$ cat src/rtl/branch_predictor_pkg.sv
// Shared encodings for the fetch-stage branch predictor: branch variants as decoded
// by the control unit, and the 2-bit saturating counter states.
package branch_predictor_pkg;

  typedef enum logic [2:0] {
    BV_NONE      = 3'd0,
    BV_BEQ       = 3'd1,
    BV_BNE       = 3'd2,
    BV_BLTZ      = 3'd3,
    BV_JUMP      = 3'd4,
    BV_JUMP_LINK = 3'd5,
    BV_JUMP_REG  = 3'd6
  } branch_variant_e;

  localparam logic [1:0] BP_SNT = 2'b00;
  localparam logic [1:0] BP_WNT = 2'b01;
  localparam logic [1:0] BP_WT  = 2'b10;
  localparam logic [1:0] BP_ST  = 2'b11;

  function automatic logic is_cond(input logic [2:0] variant);
    return (variant == BV_BEQ) || (variant == BV_BNE) || (variant == BV_BLTZ);
  endfunction

  function automatic logic is_jump(input logic [2:0] variant);
    return (variant == BV_JUMP) || (variant == BV_JUMP_LINK) || (variant == BV_JUMP_REG);
  endfunction

  // Saturating step: never wraps past strongly-taken or strongly-not-taken.
  function automatic logic [1:0] ctr_step(input logic [1:0] ctr, input logic taken);
    if (taken) return (ctr == BP_ST) ? BP_ST : ctr + 2'd1;
    else       return (ctr == BP_SNT) ? BP_SNT : ctr - 2'd1;
  endfunction

endpackage

$ cat src/rtl/branch_predictor_return_stack.sv
// Circular return-address stack: push overwrites the oldest slot when full,
// pop on empty is ignored, top is the most recent push.
module return_stack #(
  parameter int DEPTH = 4,
  parameter int WIDTH = 32,
  parameter int CNT_W = $clog2(DEPTH + 1)
) (
  input  logic             clk,
  input  logic             rst_n,
  input  logic             i_push,
  input  logic             i_pop,
  input  logic [WIDTH-1:0] i_push_data,
  output logic [WIDTH-1:0] o_top,
  output logic [CNT_W-1:0] o_count
);

  localparam int PTR_W = $clog2(DEPTH);

  logic [WIDTH-1:0] r_mem [DEPTH];
  logic [PTR_W-1:0] r_ptr;
  logic [CNT_W-1:0] r_count;

  always_ff @(posedge clk or negedge rst_n) begin
    if (!rst_n) begin
      r_ptr   <= '0;
      r_count <= '0;
      for (int i = 0; i < DEPTH; i++) r_mem[i] <= '0;
    end else if (i_push) begin
      r_mem[r_ptr] <= i_push_data;
      r_ptr        <= r_ptr + PTR_W'(1);
      if (r_count != CNT_W'(DEPTH)) r_count <= r_count + CNT_W'(1);
    end else if (i_pop && (r_count != '0)) begin
      r_ptr   <= r_ptr - PTR_W'(1);
      r_count <= r_count - CNT_W'(1);
    end
  end

  assign o_top   = r_mem[r_ptr - PTR_W'(1)];
  assign o_count = r_count;

endmodule

$ cat src/rtl/branch_predictor.sv
// Direct-mapped BTB with 2-bit counters plus decode-stage misprediction check.
// Optional return-address stack enabled by defining BP_RAS_EN.
module branch_predictor
  import branch_predictor_pkg::*;
#(
  parameter int ENTRIES   = 16,
  parameter int TAG_W     = 8,
  parameter int RAS_DEPTH = 4
) (
  input  logic        clock,
  input  logic        reset_n,
  input  logic [31:0] fetch_pc,
  output logic        pred_taken,
  output logic [31:0] pred_target,
  input  logic        stall,
  input  logic        upd_valid,
  input  logic [31:0] upd_pc,
  input  logic [2:0]  upd_variant,
  input  logic        upd_is_return,
  input  logic        upd_taken,
  input  logic [31:0] upd_target,
  input  logic        upd_pred_taken,
  input  logic [31:0] upd_pred_target,
  output logic        mispredict,
  output logic [31:0] redirect_pc
);

  localparam int IDX_W = $clog2(ENTRIES);

  logic              r_valid  [ENTRIES];
  logic [TAG_W-1:0]  r_tag    [ENTRIES];
  logic [29:0]       r_target [ENTRIES];
  logic [1:0]        r_ctr    [ENTRIES];
  logic              r_is_ret [ENTRIES];

  logic [IDX_W-1:0]  w_f_idx;
  logic [TAG_W-1:0]  w_f_tag;
  logic              w_f_hit;
  logic [31:0]       w_f_plus4;
  logic [31:0]       w_btb_target;
  logic [IDX_W-1:0]  w_u_idx;
  logic [TAG_W-1:0]  w_u_tag;
  logic              w_u_hit;
  logic              w_taken;
  logic              w_commit;
  logic              w_we;
  logic              w_we_target;
  logic              w_we_meta;
  logic [1:0]        w_new_ctr;
  logic              w_new_is_ret;
  logic              w_unused;

  // Fetch-side lookup
  assign w_f_idx      = fetch_pc[IDX_W+1:2];
  assign w_f_tag      = fetch_pc[IDX_W+2 +: TAG_W];
  assign w_f_hit      = r_valid[w_f_idx] && (r_tag[w_f_idx] == w_f_tag);
  assign w_f_plus4    = fetch_pc + 32'd4;
  assign w_btb_target = {r_target[w_f_idx], 2'b00};
  assign pred_taken   = w_f_hit && r_ctr[w_f_idx][1];

`ifdef BP_RAS_EN
  localparam int CNT_W = $clog2(RAS_DEPTH + 1);
  logic [31:0]      w_ras_top;
  logic [CNT_W-1:0] w_ras_count;
  logic             w_push;
  logic             w_pop;

  assign w_push = w_commit && (upd_variant == BV_JUMP_LINK);
  assign w_pop  = w_commit && (upd_variant == BV_JUMP_REG) && upd_is_return;

  return_stack #(.DEPTH(RAS_DEPTH), .WIDTH(32), .CNT_W(CNT_W)) u_ras (
    .clk         (clock),
    .rst_n       (reset_n),
    .i_push      (w_push),
    .i_pop       (w_pop),
    .i_push_data (upd_pc + 32'd4),
    .o_top       (w_ras_top),
    .o_count     (w_ras_count)
  );

  always_comb begin
    pred_target = w_f_plus4;
    if (pred_taken) begin
      if (r_is_ret[w_f_idx] && (w_ras_count != '0)) pred_target = w_ras_top;
      else                                           pred_target = w_btb_target;
    end
  end
`else
  assign pred_target = pred_taken ? w_btb_target : w_f_plus4;
`endif

  // Decode-side check; an unresolved direction on non-branches counts as not taken
  assign w_taken     = upd_taken && (upd_variant != BV_NONE);
  assign mispredict  = upd_valid && ((w_taken != upd_pred_taken) ||
                       (w_taken && upd_pred_taken && (upd_target != upd_pred_target)));
  assign redirect_pc = w_taken ? upd_target : upd_pc + 32'd4;

  assign w_u_idx  = upd_pc[IDX_W+1:2];
  assign w_u_tag  = upd_pc[IDX_W+2 +: TAG_W];
  assign w_u_hit  = r_valid[w_u_idx] && (r_tag[w_u_idx] == w_u_tag);
  assign w_commit = upd_valid && !stall && (upd_variant != BV_NONE);

  always_comb begin
    w_we         = 1'b0;
    w_we_target  = 1'b0;
    w_we_meta    = 1'b0;
    w_new_ctr    = r_ctr[w_u_idx];
    w_new_is_ret = 1'b0;
    if (w_commit) begin
      if (is_jump(upd_variant)) begin
        w_we         = 1'b1;
        w_we_target  = 1'b1;
        w_we_meta    = 1'b1;
        w_new_ctr    = BP_ST;
        w_new_is_ret = upd_is_return;
      end else if (is_cond(upd_variant)) begin
        if (w_u_hit) begin
          w_we        = 1'b1;
          w_we_target = w_taken;
          w_new_ctr   = ctr_step(r_ctr[w_u_idx], w_taken);
        end else if (w_taken) begin
          // Not-taken misses are not worth displacing whatever lives here
          w_we        = 1'b1;
          w_we_target = 1'b1;
          w_we_meta   = 1'b1;
          w_new_ctr   = BP_WT;
        end
      end
    end
  end

  always_ff @(posedge clock or negedge reset_n) begin
    if (!reset_n) begin
      for (int i = 0; i < ENTRIES; i++) begin
        r_valid[i]  <= 1'b0;
        r_tag[i]    <= '0;
        r_target[i] <= '0;
        r_ctr[i]    <= BP_WNT;
        r_is_ret[i] <= 1'b0;
      end
    end else if (w_we) begin
      r_ctr[w_u_idx] <= w_new_ctr;
      if (w_we_target) r_target[w_u_idx] <= upd_target[31:2];
      if (w_we_meta) begin
        r_valid[w_u_idx]  <= 1'b1;
        r_tag[w_u_idx]    <= w_u_tag;
        r_is_ret[w_u_idx] <= w_new_is_ret;
      end
    end
  end

  // Address bits outside index/tag, and is_ret when no stack is built
  assign w_unused = ^{fetch_pc[1:0], fetch_pc[31:IDX_W+2+TAG_W], upd_pc[1:0],
                      upd_pc[31:IDX_W+2+TAG_W], upd_target[1:0], r_is_ret[w_f_idx]};

endmodule
$ cat config.mk
export PLATFORM = sky130hd
export DESIGN_NAME = branch_predictor
export DESIGN_NICKNAME = d
export VERILOG_FILES = /design/src/rtl/branch_predictor_pkg.sv /design/src/rtl/branch_predictor_return_stack.sv /design/src/rtl/branch_predictor.sv
export SDC_FILE = /design/constraint.sdc
export NUM_CORES = 1
export LEC_CHECK = 0
export BUFFER_PORTS_ARGS = -buffer_cell sky130_fd_sc_hd__buf_2
export CORE_AREA = 2 2 292 294
export DETAILED_ROUTE_END_ITERATION = 8
export DIE_AREA = 0 0 294 296
export SETUP_SLACK_MARGIN = 0.2
export SLEW_MARGIN = 20
export SYNTH_ARGS = -nofsm -noshare
export SYNTH_HDL_FRONTEND = slang
export SYNTH_SLANG_ARGS = --single-unit
export TNS_END_PERCENT = 10
$ cat constraint.sdc
create_clock -name clock -period 8.8 [get_ports clock]
set_clock_uncertainty 0.05 [all_clocks]
set_input_delay 2.64 -clock clock [delete_from_list [all_inputs] [get_ports clock]]
set_output_delay 2.64 -clock clock [all_outputs]
set_load 0.03 [all_outputs]
Word-level counts from Yosys, hierarchy flattened
Index checks and enable logic that the tools add are counted.

operators by class
  reductions and logical operators = 20
  muxes and demuxes = 55
  magnitude comparators = 3
  add/sub/neg operators = 4
  bitwise gates (word level) = 3
  equality and inequality tests = 11

operators with widths
  operator                                                          count
  480-bit bitwise mux                                               1
  128-bit bitwise mux                                               1
  30-bit binary-select mux with 4-bit select                        1
  30-bit demux with 4-bit select                                    1
  30-bit two-way mux                                                3
  32-bit by 3-bit adder with 32-bit output (second input constant)  2
  8-bit binary-select mux with 4-bit select                         2
  32-bit two-way mux                                                2
  8-bit two-way mux                                                 5
  32-bit bitwise mux                                                1
  8-bit demux with 4-bit select                                     1
  32-bit inequality test                                            1
  2-bit two-way mux                                                 13
  1-bit two-way mux                                                 18
  2-bit binary-select mux with 4-bit select                         2
  8-bit == test                                                     2
  16-bit OR                                                         1
  5-bit >= comparator (second input constant)                       2
  1-bit logical AND                                                 10
  4-bit inverter with 5-bit output                                  2
  3-bit == test (second input constant)                             3
  1-bit binary-select mux with 4-bit select                         2
  2-bit demux with 4-bit select                                     1
  3-bit by 2-bit == test with 1-bit output (second input constant)  2
  other kinds (12)                                                  17

storage, ports and cells
  word-level logic and storage cells = 160
  register bits after elaboration = 656
  output and inout port bits = 66
  bits of input ports = 138

Logic depth before layout (Yosys ltp)
Gate-level depths: netlist (run 1).

  depth in word-level cells = 12
  gate-level depth with buffers = 13
  depth with buffers taken out = 8

Worst setup path after synthesis (run 1)
OpenSTA, ideal clock, no wires.

  path type = input-to-output
  start = input port fetch_pc[2]
  end = output port pred_target[2]
  path slack = 0.270 ns
  data arrival time = 5.840 ns
  stages on the path = 10
  required time = 6.110 ns
  path buffers = 4
  cells stage by stage = buf_2 > buf_1 > mux4_2 > mux4_2 > xnor2_1 > nand4_1 > or4_1 > clkbuf_1 > clkbuf_1 > mux2i_1

between the ends
  word-level cells in the longest chain between the ends = 8
  elaborated cells on any way between the ends = 18
  classes of those cells = add/sub (1); eq/ne (1); mux (13); bitwise (1); reduce/logical (2)

ends and longest elaborated chain
  element                                               RTL line                text
  start, declared                                       branch_predictor.sv:12  input logic [31:0] fetch_pc,
  4-bit inverter with 5-bit output                      --
  8-bit binary-select mux with 4-bit select             branch_predictor.sv:56  assign w_f_hit = r_valid[w_f_idx] && (r_tag[w_f_idx] == w_f_tag);
  8-bit two-way mux (implied by the code) (2 in a row)  branch_predictor.sv:56
  8-bit == test                                         branch_predictor.sv:56
  1-bit logical AND                                     branch_predictor.sv:56
  1-bit logical AND                                     branch_predictor.sv:59  assign pred_taken = w_f_hit && r_ctr[w_f_idx][1];
  32-bit two-way mux (*)                                branch_predictor.sv:89  assign pred_target = pred_taken ? w_btb_target : w_f_plus4;
  end, declared                                         branch_predictor.sv:14  output logic [31:0] pred_target,

Mark *: on every way between the ends. The rest lies on a longest branch, timed or not. The select of a mux whose other input is x is not followed.

Worst setup path in the final report (run 1)
  start = input port fetch_pc[3]
  end = output port pred_target[8]

Same word-level chain as after synthesis.

==> results.yml, run 1 <==
sta:
  final.min_clock_period_ns: 8.51
  rsz0062_at_grt: "false"
  final-setup-viol-count: 0
  finalHoldViolCount: 0
  fmax_mhz: 118
  slew-limit-headroom_pct: 23.8
  finalCritPeriodShare_pct: 96.7
  setup_tns_ns: 0
  slew_violations: 0
  tightestPinTransition_ns: 1.14
critical_path:
  crit_required_ns: 6.11
  critical_path_class: "primary input to output port"
  worstSetupEndpointType: "output port"
  cp_max_fo: 33
  crit_arrival_ns: 5.82
  crit_path_start_kind: "primary input"
  worst_r2r_path_depth: 8
detailed_routing:
  vias: 20792
  drc: 0
  dr.first_iter.drc_count: 1481
  routed_wl_mm: 99.0
  ant_nets: 0
  firstDrtPassIters: 5
  viasPerCell: 5.86
  post_drt_wl_per_cell_um: 27.9
global_routing:
  overflow: 0
  grt_pass1_wl_mm: 147
  antenna_found_initial: 3
  grt.total_usage_pct: 22.9
  first_global_vias: 22149
  grt_start_max_net_pins: 190
pwr:
  p_seq_share_pct: 46.8
  power_frac_clock_pct: 36.8
  p_int_w: 0.00580
  max-vdd-ir-drop_uv: 128
  power.switching_w: 0.00210
  p_leak_nw: 17.2
  switching_share_pct: 26.6
  power_w: 0.00790
  pwr-share-comb_pct: 16.4
  power.density_nw_per_um2: 209
min_path:
  hold_path_class: "register to register"
  hold_depth: 1
cells_and_area:
  fillerInstances: 7440
  drive_gt1_share_pct: 54.2
  layout.nets: 2558
  diodes: 0
  instances_no_fill: 3551
  area_delta_synth_final_pct: 13.7
yosys:
  synth-edff-count: 0
  synth_ff_type: "dfrtp_1"
  synthTopCellsByCount: "mux2_2 (672), dfrtp_1 (640), mux4_2 (233), clkbuf_1 (119), nand2_1 (96)"
  yosys.cell_count.top_type: "mux2_2"
  yosys.cell_types.count: 53
  yosysSeqAreaShare_pct: 49.5
  synth_warnings: 0
  synthTopCellsByArea: "dfrtp_1 (48%), mux2_2 (23%), mux4_2 (16%)"
  yosys.area.top_type_share_pct: 48.2
  async_flop_share_pct: 100
  synthCells: 2277
  syn_avg_cell_area_um2: 14.6
  yosysTopAreaCell: "dfrtp_1"
  ys_ff_latch: 656
  synth_nets: 2421
  syn_area_um2: 33200
placement:
  portBuffers: 202
  placedCellCount: 3429
  dp_hpwl_mm: 62.3
  globalplace.congestion: 0.834
cts:
  cts.clk_slew.worst_paths_ns: 0.06
  clkLatencyLatePin_ns: 0.64
  cts_sinks: 656
  cts_buffers: 71
  root_buffer: "clkbuf_16"
  htreeDepth: 3
  post-cts-setup-buffer-count: 0
  cts_tree: "built"
  clockBufferDepth: 3
  ctsHoldBuffers: 0
floorplan:
  die_y_um: 296
  die-area_um2: 87000
  die_width_um: 294
  initial_core_util_pct: 39.5
  core_area_um2: 84200
  rows: 107
  boundaryPins: 204
outcome:
  status: "completed"
run:
  cap_violations: 0
what timing repair did:
action                                  4_1_cts  5_1_grt
gates resized for setup                       1        1
hold endpoints to repair                      0        0
endpoints found under the setup margin       28        9
gates cloned                                  0        1
cells by family after synthesis:
logic type | share of synthesized area, %
simple gates | 3.87
mux | 39.1
fa+ha+maj | 0.226
compound gates | 1.77
xor+xnor | 2.79
buf+inv | 2.75
flops | 49.5
power by group through the flow:
| stage | registers (W) | logic [W] | clock network (W) |
|---|---|---|---|
| after CTS | 0.00368 | 0.00130 | 0.00298 |
| after global routing | 0.00374 | 0.00139 | 0.00311 |
| after global placement | 0.00369 | 0.00126 | 0 |
| after floorplan | 0.00364 | 0.000945 | 0 |
| after detailed placement | 0.00374 | 0.00130 | 0 |
| final | 0.00369 | 0.00129 | 0.00291 |
through the flow:
stage | hold slack [ns] | cell area (µm²) | utilization [%] | setup WS [ns]
finish | 0.444 | 37800 | 44.9 | 0.291
global route | 0.454 | 37800 | 44.9 | 0.225
CTS | 0.444 | 37700 | 44.8 | 0.215
detailed placement | 0.429 | 35400 | 42.1 | 0.112
global placement | 0.425 | 35400 | 42.1 | 0.135
floorplan | 0.401 | 33200 | - | 0.270
registers in the layout, indices dropped and copies added (netlist names):
name,cells
r_ctr,32
r_tag,128
r_target,480
r_valid,16
final timing paths:
kind | start | end | slack (ns)
setup reg to reg | r_tag[2] | r_ctr[23] | 5.02
hold / removal | r_valid[9] | r_valid[9] | 0.44
setup / recovery | fetch_pc[3] | pred_target[8] | 0.29
max in group asynchronous | reset_n | r_ctr[7] | 5.21
min in group asynchronous | reset_n | r_target[1] | 1.97
hold reg to reg | r_valid[9] | r_valid[9] | 0.44
placed cells by master (no fill, tap or decap), types with 11 or more instances in the layout:
cell type  instances
buf_2            198
buf_4             66
clkbuf_1          22
clkbuf_16         72
clkbuf_8          14
dfrtp_1          640
dfstp_2           16
inv_1             11
mux2_2           672
mux2i_1           13
mux4_2           233
nand2_1           96
nand3_1           31
nand3_2           16
nand4_1           19
nor2_1            39
o21ai_0           55
or2_2             17
xnor2_1           75
xor2_1            31
layout make-up:
cell class / count / area (µm²) / share of cell area [%]
Clock inverter: 13 / 219 / 0.580
Multi-Input combinational cell: 1398 / 16000 / 42.3
Timing Repair Buffer: 274 / 1690 / 4.48
Sequential cell: 656 / 16400 / 43.5
Clock buffer: 107 / 2050 / 5.43
Tap cell: 1090 / 1360 / 3.61
Inverter: 13 / 48.8 / 0.129
worst max-delay path: stages:
cell and delay, ns:
buf_6 0.35, mux4_2 0.38, mux4_2 0.48, xnor2_1 0.25, nand4_1 0.24, or4_2 0.66, buf_12 0.23, mux2_2 0.36
buf_2 0.20
layer usage:
metal  wire length [µm]  share of wire [%]  GRT usage (%)
met1              42700                 43           31.4
met2              47500                 48           37.2
met3               5850                5.9           4.28
met4               2850                2.9           6.86
met5                 13              0.013              0
Note: power is estimated with default switching activity, not from simulation.
==> run 2, diff against run 1 <==
ABC_AREA = 1   (was default)
ABC_CLOCK_PERIOD_IN_PS = 8800   (was default)
CORE_AREA = 2 2 294 296   (was 2 2 292 294)
DIE_AREA = 0 0 296 298   (was 0 0 294 296)
==> run 2 against run 1 <==
Effect of this change:
- clock power grew 10%
- hold slack worse by 0.029 ns
- critical path depth up 6
- critical endpoint is now pred_target[18]
- highest routed layer unchanged
- via count rose by 50%
- count of clock-buffer cells in the layout is 1 lower
- sequential power fell by 2%
==> results.yml, run 2 <==
sta:
  tightestPinTransition_ns: 1.12
  finalHoldViolCount: 0
  final-setup-viol-count: 0
  finalCritPeriodShare_pct: 95.8
  final.min_clock_period_ns: 8.43
  setup_tns_ns: 0
  fmax_mhz: 119
  slew-limit-headroom_pct: 24.8
  rsz0062_at_grt: "false"
  slew_violations: 0
cells_and_area:
  most-common-layout-cells: "nand2_1 (1,241), o21ai_0 (903), dfrtp_1 (640)"
  largest_register_ffs: 480
  drive_gt1_share_pct: 10.7
  layout_commonest_cell: "nand2_1"
  final_util_pct: 44.8
  fillerInstances: 8659
  top_register: "r_target"
  layout.nets: 4626
  reg_top3: "r_target x480, r_tag x128, r_ctr x32"
  instances_no_fill: 5690
  area_delta_synth_final_pct: 12.5
  fin_area_um2: 38000
pwr:
  power_frac_clock_pct: 40.0
  max-vdd-ir-drop_uv: 162
  p_seq_share_pct: 45.1
  switching_share_pct: 28.7
  power.switching_w: 0.00230
  power_w: 0.00800
  p_leak_nw: 17.7
  power.density_nw_per_um2: 210
  pwr-share-comb_pct: 14.9
  p_int_w: 0.00570
cts:
  cts_sinks: 656
  clkLatencyLatePin_ns: 0.62
  cts.clk_slew.worst_paths_ns: 0.06
  htreeDepth: 3
  cts_buffers: 72
  ctsHoldBuffers: 0
  post-cts-setup-buffer-count: 0
  clockBufferDepth: 3
  cts_tree: "built"
  root_buffer: "clkbuf_16"
  cts_resized: 0
detailed_routing:
  post_drt_wl_per_cell_um: 20.9
  viasPerCell: 5.48
  routed_wl_mm: 119
  dr.first_iter.drc_count: 3500
  firstDrtPassIters: 6
  vias: 31167
  ant_nets: 0
  drc: 0
global_routing:
  busiest_layer: "met2"
  grt.total_usage_pct: 26.9
  grt_start_max_net_pins: 158
  first_global_vias: 29193
  met1_usage_pct: 37.6
  met3_usage_pct: 4.24
  met2_usage_pct: 41.7
  antenna_found_initial: 18
  grt_pass1_wl_mm: 180
  overflow: 0
yosys:
  yosysSeqAreaShare_pct: 48.6
  yosys.cell_count.top_type: "nand2_1"
  synthSimpleGateAreaFrac_pct: 22.8
  synth_ff_type: "dfrtp_1"
  yosys.area.top_type_share_pct: 47.4
  synthCells: 4454
  ys_ff_latch: 656
  synth_warnings: 0
  synth_top_family_by_area: "simple AND/OR/NAND/NOR gates"
  yosysTopAreaCell: "dfrtp_1"
  synth_nets: 4598
  synth_compound_area_share_pct: 19.3
  synth-edff-count: 0
  synth_mux_area_share_pct: 0
  syn_avg_cell_area_um2: 7.59
  synthAdderAreaFrac_pct: 0.222
  yosys.cell_types.count: 50
  synthTopCellsByCount: "nand2_1 (1,241), o21ai_0 (903), dfrtp_1 (640), nor2_1 (406), inv_1 (233)"
  syn_area_um2: 33800
  synthTopCellsByArea: "dfrtp_1 (47%), nand2_1 (14%), o21ai_0 (13%)"
  async_flop_share_pct: 100
  synth_xor_xnor_area_share_pct: 1.81
floorplan:
  die-area_um2: 88200
  boundaryPins: 204
  core_area_um2: 84900
  die_width_um: 296
  rows: 107
  initial_core_util_pct: 39.8
  die_y_um: 298
critical_path:
  worstSetupEndpointType: "output port"
  r2r_slack_ns: 5.73
  crit_path_start_kind: "primary input"
  critical_path_class: "primary input to output port"
  crit_arrival_ns: 5.74
  cp_max_fo: 39
  rr_startpoint: "r_tag[21]"
  crit_required_ns: 6.11
  rr_endpoint: "r_tag[63]"
  worst_r2r_path_depth: 14
placement:
  place_area_um2: 35500
  dp_hpwl_mm: 75.5
  portBuffers: 202
  globalplace.congestion: 0.903
  placedCellCount: 5552
min_path:
  hold_depth: 2
  whs_endpoint: "r_ctr[20]"
  hold_path_class: "register to register"
  holdCritStartpoint: "r_ctr[20]"
run:
  cap_violations: 0
outcome:
  status: "completed"
[run 2: cell count changes after synthesis, sizes merged, moves of 36 or more]
cell	before	now
nand2	96	1254
o21ai	64	1013
mux2	674	0
nor2	39	413
mux4	234	0
inv	11	242
nand3	47	164
clkbuf	119	227
o22ai	4	77
a21oi	8	65
o221ai	0	47
xnor2	75	39
[run 2: final cells by class]
cell class,instances,area (µm²),share of cell area (%)
diodes,6,15.0,0.0395
multi-input cells,3215,15000,39.3
flip-flops and latches,656,16400,43.2
clock inverters,26,317,0.832
inverters,258,985,2.59
well taps,1144,1430,3.76
clock buffers,106,2210,5.81
repair buffers,279,1690,4.43
[run 2: cells by family (layout without fill, tap and decap cells)]
group | count (synthesis) | in the layout
buf+inv | 583 | 669
other cells | 0 | 6
compound gates | 1235 | 1235
xor+xnor | 70 | 70
fa+ha+maj | 6 | 6
flops | 656 | 656
simple gates | 1904 | 1904
[run 2: power by group through the flow]
stage	combinational, W	clock (W)	sequential [W]
2_1_floorplan	0.000798	0	0.00360
3_3_place_gp	0.00116	0	0.00364
3_5_place_dp	0.00119	0	0.00365
4_1_cts	0.00119	0.00326	0.00360
5_1_grt	0.00135	0.00338	0.00365
6_report	0.00119	0.00320	0.00361
[run 2: metrics by stage]
stage	hold slack [ns]	setup WS, ns
finish	0.415	0.373
CTS	0.417	0.355
global route	0.438	0.201
detailed placement	0.408	0.359
global placement	0.404	0.432
floorplan	0.383	1.30
[run 2: per-layer routing]
| metal | share of wire, % | up-vias |
|---|---|---|
| met5 | 0.077 | - |
| met4 | 3.8 | 14 |
| met3 | 8.3 | 231 |
| met2 | 45 | 1237 |
| met1 | 43 | 14956 |
| li1 | - | 14729 |
[run 2: worst max-delay path by stage]
stage	start	to	depth (start not counted)
after floorplan	upd_pc[3]	redirect_pc[17]	13
after global placement	fetch_pc[4]	pred_target[14]	14
after detailed placement	fetch_pc[4]	pred_target[18]	14
after CTS	fetch_pc[4]	pred_target[18]	14
after global routing	fetch_pc[3]	pred_target[18]	15
final	fetch_pc[3]	pred_target[18]	15
[run 2: critical path, stage by stage]
cell     delay (ns)
buf_6          0.35
buf_4          0.53
a21oi_1        0.07
o21ai_0        0.09
nand3_1        0.15
nand3_1        0.17
nand2_1        0.09
nand2_1        0.10
and3_1         0.16
nand3_1        0.23
nor2_4         0.35
buf_4          0.32
nand2_1        0.09
o21ai_1        0.12
buf_2          0.23
